## src/rtl/pc_fetch_control.sv

```systemverilog
// Program-counter register and next-PC sequencer feeding PCAdder and instruction memory.
// Arbitrates halt / jump / branch / stall / memory-wait and counts completed fetches.
//
// state | meaning
// BOOT  | one settling cycle after reset release, no fetch issued, PC held
// RUN   | live fetch at PCResult, next-PC arbitration active
// HALT  | halt decoded, PC frozen, exit only via reset
// TRAP  | misaligned redirect target, PC frozen, exit only via reset
module pc_fetch_control #(
    parameter logic [31:0] RESET_VECTOR = 32'h0000_0000,
    parameter int unsigned PC_INC       = 4
) (
    input  logic        Clk,
    input  logic        Reset,
    input  logic [31:0] PCAddResult,
    input  logic        Stall,
    input  logic        IMemReady,
    input  logic        BranchTaken,
    input  logic [31:0] BranchTarget,
    input  logic        Jump,
    input  logic [31:0] JumpTarget,
    input  logic        Halt,
    output logic [31:0] PCResult,
    output logic        FetchValid,
    output logic        Halted,
    output logic        MisalignTrap,
    output logic [31:0] FetchCount
);

    typedef enum logic [1:0] {
        ST_BOOT = 2'd0,
        ST_RUN  = 2'd1,
        ST_HALT = 2'd2,
        ST_TRAP = 2'd3
    } state_e;

    // Word fetch: any target bit below the increment granule is a misalignment.
    localparam logic [31:0] ALIGN_MASK = 32'(PC_INC - 1);

    state_e      state_q, state_d;
    logic [31:0] pc_q, pc_d;
    logic [31:0] fetch_count_q, fetch_count_d;
    logic        fetch_valid_q, fetch_valid_d;
    logic        halted_q, halted_d;
    logic        trap_q, trap_d;

    logic        fetch_done;
    logic        jump_misaligned;
    logic        branch_misaligned;

    always_comb begin
        fetch_done        = (state_q == ST_RUN) && IMemReady && !Stall;
        jump_misaligned   = |(JumpTarget & ALIGN_MASK);
        branch_misaligned = |(BranchTarget & ALIGN_MASK);

        state_d       = state_q;
        pc_d          = pc_q;
        fetch_count_d = fetch_count_q;

        unique case (state_q)
            ST_BOOT: begin
                state_d = ST_RUN;
            end
            ST_RUN: begin
                if (Halt) begin
                    state_d = ST_HALT;
                end else begin
                    // A completing fetch counts even when the same edge redirects.
                    if (fetch_done) begin
                        fetch_count_d = fetch_count_q + 32'd1;
                    end
                    if (Jump) begin
                        if (jump_misaligned) begin
                            state_d = ST_TRAP;
                        end else begin
                            pc_d = JumpTarget;
                        end
                    end else if (BranchTaken) begin
                        if (branch_misaligned) begin
                            state_d = ST_TRAP;
                        end else begin
                            pc_d = BranchTarget;
                        end
                    end else if (fetch_done) begin
                        pc_d = PCAddResult;
                    end
                end
            end
            ST_HALT: begin
                state_d = ST_HALT;
            end
            ST_TRAP: begin
                state_d = ST_TRAP;
            end
            default: begin
                state_d = ST_BOOT;
            end
        endcase

        fetch_valid_d = (state_d == ST_RUN);
        halted_d      = (state_d == ST_HALT);
        trap_d        = (state_d == ST_TRAP);
    end

    always_ff @(posedge Clk or negedge Reset) begin
        if (!Reset) begin
            state_q       <= ST_BOOT;
            pc_q          <= RESET_VECTOR;
            fetch_count_q <= 32'd0;
            fetch_valid_q <= 1'b0;
            halted_q      <= 1'b0;
            trap_q        <= 1'b0;
        end else begin
            state_q       <= state_d;
            pc_q          <= pc_d;
            fetch_count_q <= fetch_count_d;
            fetch_valid_q <= fetch_valid_d;
            halted_q      <= halted_d;
            trap_q        <= trap_d;
        end
    end

    assign PCResult     = pc_q;
    assign FetchValid   = fetch_valid_q;
    assign Halted       = halted_q;
    assign MisalignTrap = trap_q;
    assign FetchCount   = fetch_count_q;

endmodule

```

## config.mk

```make
export PLATFORM = sky130hd
export DESIGN_NAME = pc_fetch_control
export DESIGN_NICKNAME = d
export VERILOG_FILES = /design/src/rtl/pc_fetch_control.sv
export SDC_FILE = /design/constraint.sdc
export NUM_CORES = 1
export LEC_CHECK = 0
export ABC_AREA = 1
export CORE_MARGIN = 1
export CORE_UTILIZATION = 45
export DETAILED_ROUTE_END_ITERATION = 6
export PLACE_DENSITY_LB_ADDON = 0.08
export SLEW_MARGIN = 5
export SYNTH_ARGS = -nofsm -noshare
export SYNTH_HDL_FRONTEND = slang
export SYNTH_SLANG_ARGS = --single-unit
```

## constraint.sdc

```tcl
create_clock -name Clk -period 2.55 [get_ports Clk]
set_input_delay 0.3825 -clock Clk [delete_from_list [all_inputs] [get_ports Clk]]
set_output_delay 0.3825 -clock Clk [all_outputs]
set_load 0.02 [all_outputs]
```

==> results.json <==
{
  "detailedRoute.firstPassIterationCount": 4,
  "die-area_sq_um": 8740,
  "clkLatencyLatePin_ns": 0.33,
  "timing.final.max_slew_violations": 0,
  "r2r.worst_path.cells": 8,
  "synth.avg_cell_area_sq_um": 8.28,
  "grt_pass1_vias": 3676,
  "final.period_utilization_pct": 71.7,
  "postLayoutCoreUtil_pct": 69.9,
  "setup_tns_ns": 0,
  "cts_setup_buffers": 0,
  "tritoncts_clock_tree": "done",
  "cpPeakStageDelay_ns": 0.65,
  "timing.critical_path.from_type": "flip-flop",
  "place_worst_setup_slack_ns": 0.395,
  "nNetsFinal": 728,
  "routed_wl_mm": 10.9,
  "clock-root-buffer": "clkbuf_8",
  "place_congestion": 0.869,
  "post_drt_via_cell_ratio": 5.01,
  "leakage_nw": 2.51,
  "synth-seq-area-share_pct": 45.8,
  "grt_overflow": 0,
  "layout-drive-gt1-share_pct": 12.4,
  "start_util_pct": 46.1,
  "mappedNetlistNets": 559,
  "worst_hold_path_type": "input port to async pin",
  "dp.final_hpwl_mm": 8.37,
  "clock_sink_count": 69,
  "worst_ir_drop_vdd_v": 0.000222,
  "powerDensity_nw_per_um2": 404,
  "port-buffer-count": 169,
  "die_h_microns": 93.5,
  "grt_overall_usage_pct": 26.3,
  "clkTransAtPathRegs_ns": 0.08,
  "detailedRoute.firstIterationViolations": 101,
  "route.antenna.remaining_nets": 0,
  "crit_required_ns": 2.17,
  "die_width_microns": 93.5,
  "synth_seq_cells": 69,
  "remaining_drc_errors": 0,
  "grt_antenna_before_repair": 0,
  "antenna_cells": 0,
  "io-pin-count": 170,
  "ctsResizeCount": 0,
  "routed_wire_length_per_instance_microns": 14.8,
  "rows": 33,
  "relSlewSlack_pct": 37.6,
  "timing.final.ws_setup_ns": 0.722,
  "yosys_warnings": 0,
  "maximum_number_of_pins_on_one_net_before_global_route_repair": 65,
  "worst_path_dominant_cell_family": "buffers and inverters",
  "yosysUniqueCellTypes": 26,
  "rsz0062_at_grt": "no",
  "cp_slowest_cell": "clkdlybuf4s50_1",
  "worstSetupPathDepth": 1,
  "max-clock-path-buffers": 2,
  "cp.arrival_ns": 1.45,
  "cts_htree_levels": 3,
  "synth_cells": 455,
  "hold_viol": 0,
  "crit_path_cell_trace": "clkdlybuf4s50_1",
  "dr_total_vias": 3673,
  "worstPathBufferInverterCount": 1,
  "area_growth_syn_to_layout_pct": 51.7,
  "worst_slew_pin_slew_ns": 0.935,
  "worstPathMaxFanout": 7,
  "netlist_area_sq_um": 3770,
  "status": "complete, no violations",
  "timing.clock.skew_ns": 0.00868,
  "kind_of_end_point_of_the_critical_path": "output port",
  "fmax_ghz": 0.547,
  "critPathKind": "flip-flop to output port",
  "cap_viol_max_count": 0,
  "cts_inserted_buffers": 9,
  "finalSetupViolCount": 0,
  "core-area_sq_um": 8180,
  "grt_pass1_wl_mm": 17.7,
  "holdBufCountCts": 0,
  "timing.final.crit_period_ns": 1.83
}
## cells in the mapped netlist, drive strengths merged
cell type	number	share of area (%)
nand4	17	3.0
a21oi	1	0.13
buf	6	1.5
inv	46	4.6
xor2	8	1.9
nor3	1	0.13
nand3b	7	1.4
nor2	48	6.6
dfrtp	69	46
o21ai	37	4.9
nand2	122	12
clkbuf	9	0.90
or2	30	5.0
ha	1	0.33
o221ai	30	7.0
xnor2	7	1.6
nand3	16	2.9
## sequential cells by signal, summed over array words and instances (netlist names)
| name | cells |
|---|---|
| FetchCount | 32 |
| FetchValid | 1 |
| Halted | 1 |
| MisalignTrap | 1 |
| PCResult | 32 |
| state_q | 2 |
## cell families (layout without fill, tap and decap cells)
group	count (synthesis)	in the layout	synth area share, %
DFF	69	69	45.8
and+or+nand+nor	241	241	31.4
xor gates and xnor gates	15	15	3.49
AOI/OAI and AO/OA	68	68	12.0
adders and majority gates	1	1	0.332
buffers and inverters	61	234	6.97
## metrics by stage
step / std cells / total power, mW / instance area, sq um / hold slack [ns]
2_1_floorplan: 455 / 1.28 / 3770 / 0.0869
5_1_grt: 733 / 2.41 / 5720 / 0.131
3_3_place_gp: 718 / 1.55 / 5550 / 0.462
3_5_place_dp: 718 / 1.55 / 5550 / 0.468
6_report: 733 / 2.31 / 5720 / 0.0930
4_1_cts: 733 / 2.34 / 5720 / 0.0968
## path summary, 6_finish.rpt
| check | start | end | slack, ns |
|---|---|---|---|
| max | FetchCount[26] | FetchCount[26] | 0.72 |
| min | Reset | FetchCount[3] | 0.09 |
| max reg2reg | FetchCount[0] | FetchCount[22] | 1.05 |
| min reg2reg | PCResult[25] | PCResult[25] | 0.49 |
| max in group asynchronous | Reset | PCResult[29] | 1.73 |
| min in group Clk | PCResult[25] | PCResult[25] | 0.49 |
## cells in the final DEF, fill, tap and decap left out
cell type / instances
clkinvlp_4: 1
buf_2: 1
o21ai_1: 32
nand3_1: 13
or2_2: 30
nor2_1: 32
nor3_1: 1
xor2_1: 8
clkbuf_8: 10
nor2_2: 10
xnor2_1: 7
a21oi_1: 1
inv_1: 40
ha_1: 1
nand3b_1: 7
clkdlybuf4s50_1: 168
buf_4: 2
o21ai_0: 5
nand3_4: 2
o221ai_1: 30
nor2_4: 6
nand4_1: 16
nand4_2: 1
inv_2: 6
dfrtp_1: 69
buf_12: 2
clkinv_2: 4
nand2_1: 120
nand3_2: 1
nand2_2: 2
## metal layers
metal / part of all wire, % / global-route usage (%) / vias to the layer above
li1: - / - / 1848
met1: 39 / 30.1 / 1684
met2: 52 / 46.5 / 125
met3: 7.2 / 7.24 / 16
met4: 2.2 / 10.1 / 0
met5: 0 / 0 / -
## layout make-up
type | count | area [sq um]
Fill cell | 699 | 2460
Multi-Input combinational cell | 325 | 1780
Timing Repair Buffer | 173 | 1740
Sequential cell | 69 | 1730
Inverter | 46 | 173
Clock buffer | 10 | 138
Tap cell | 105 | 131
Clock inverter | 5 | 27.5
## power breakdown
part	internal [mW]	switching [mW]	total [mW]	leakage, nW
combinational	0.234	0.155	0.389	1.50
sequential	1.12	0.0160	1.14	0.928
clock	0.367	0.417	0.785	0.0877
total	1.72	0.589	2.31	2.51
## worst reg2reg max path, delay by kind of cell (launching register included)
| family | cells | cell delay [ns] |
|---|---|---|
| and+or+nand+nor | 7 | 0.78 |
| DFF | 1 | 0.41 |
| adders and majority gates | 1 | 0.21 |
Power figures use the tool's default switching activity.
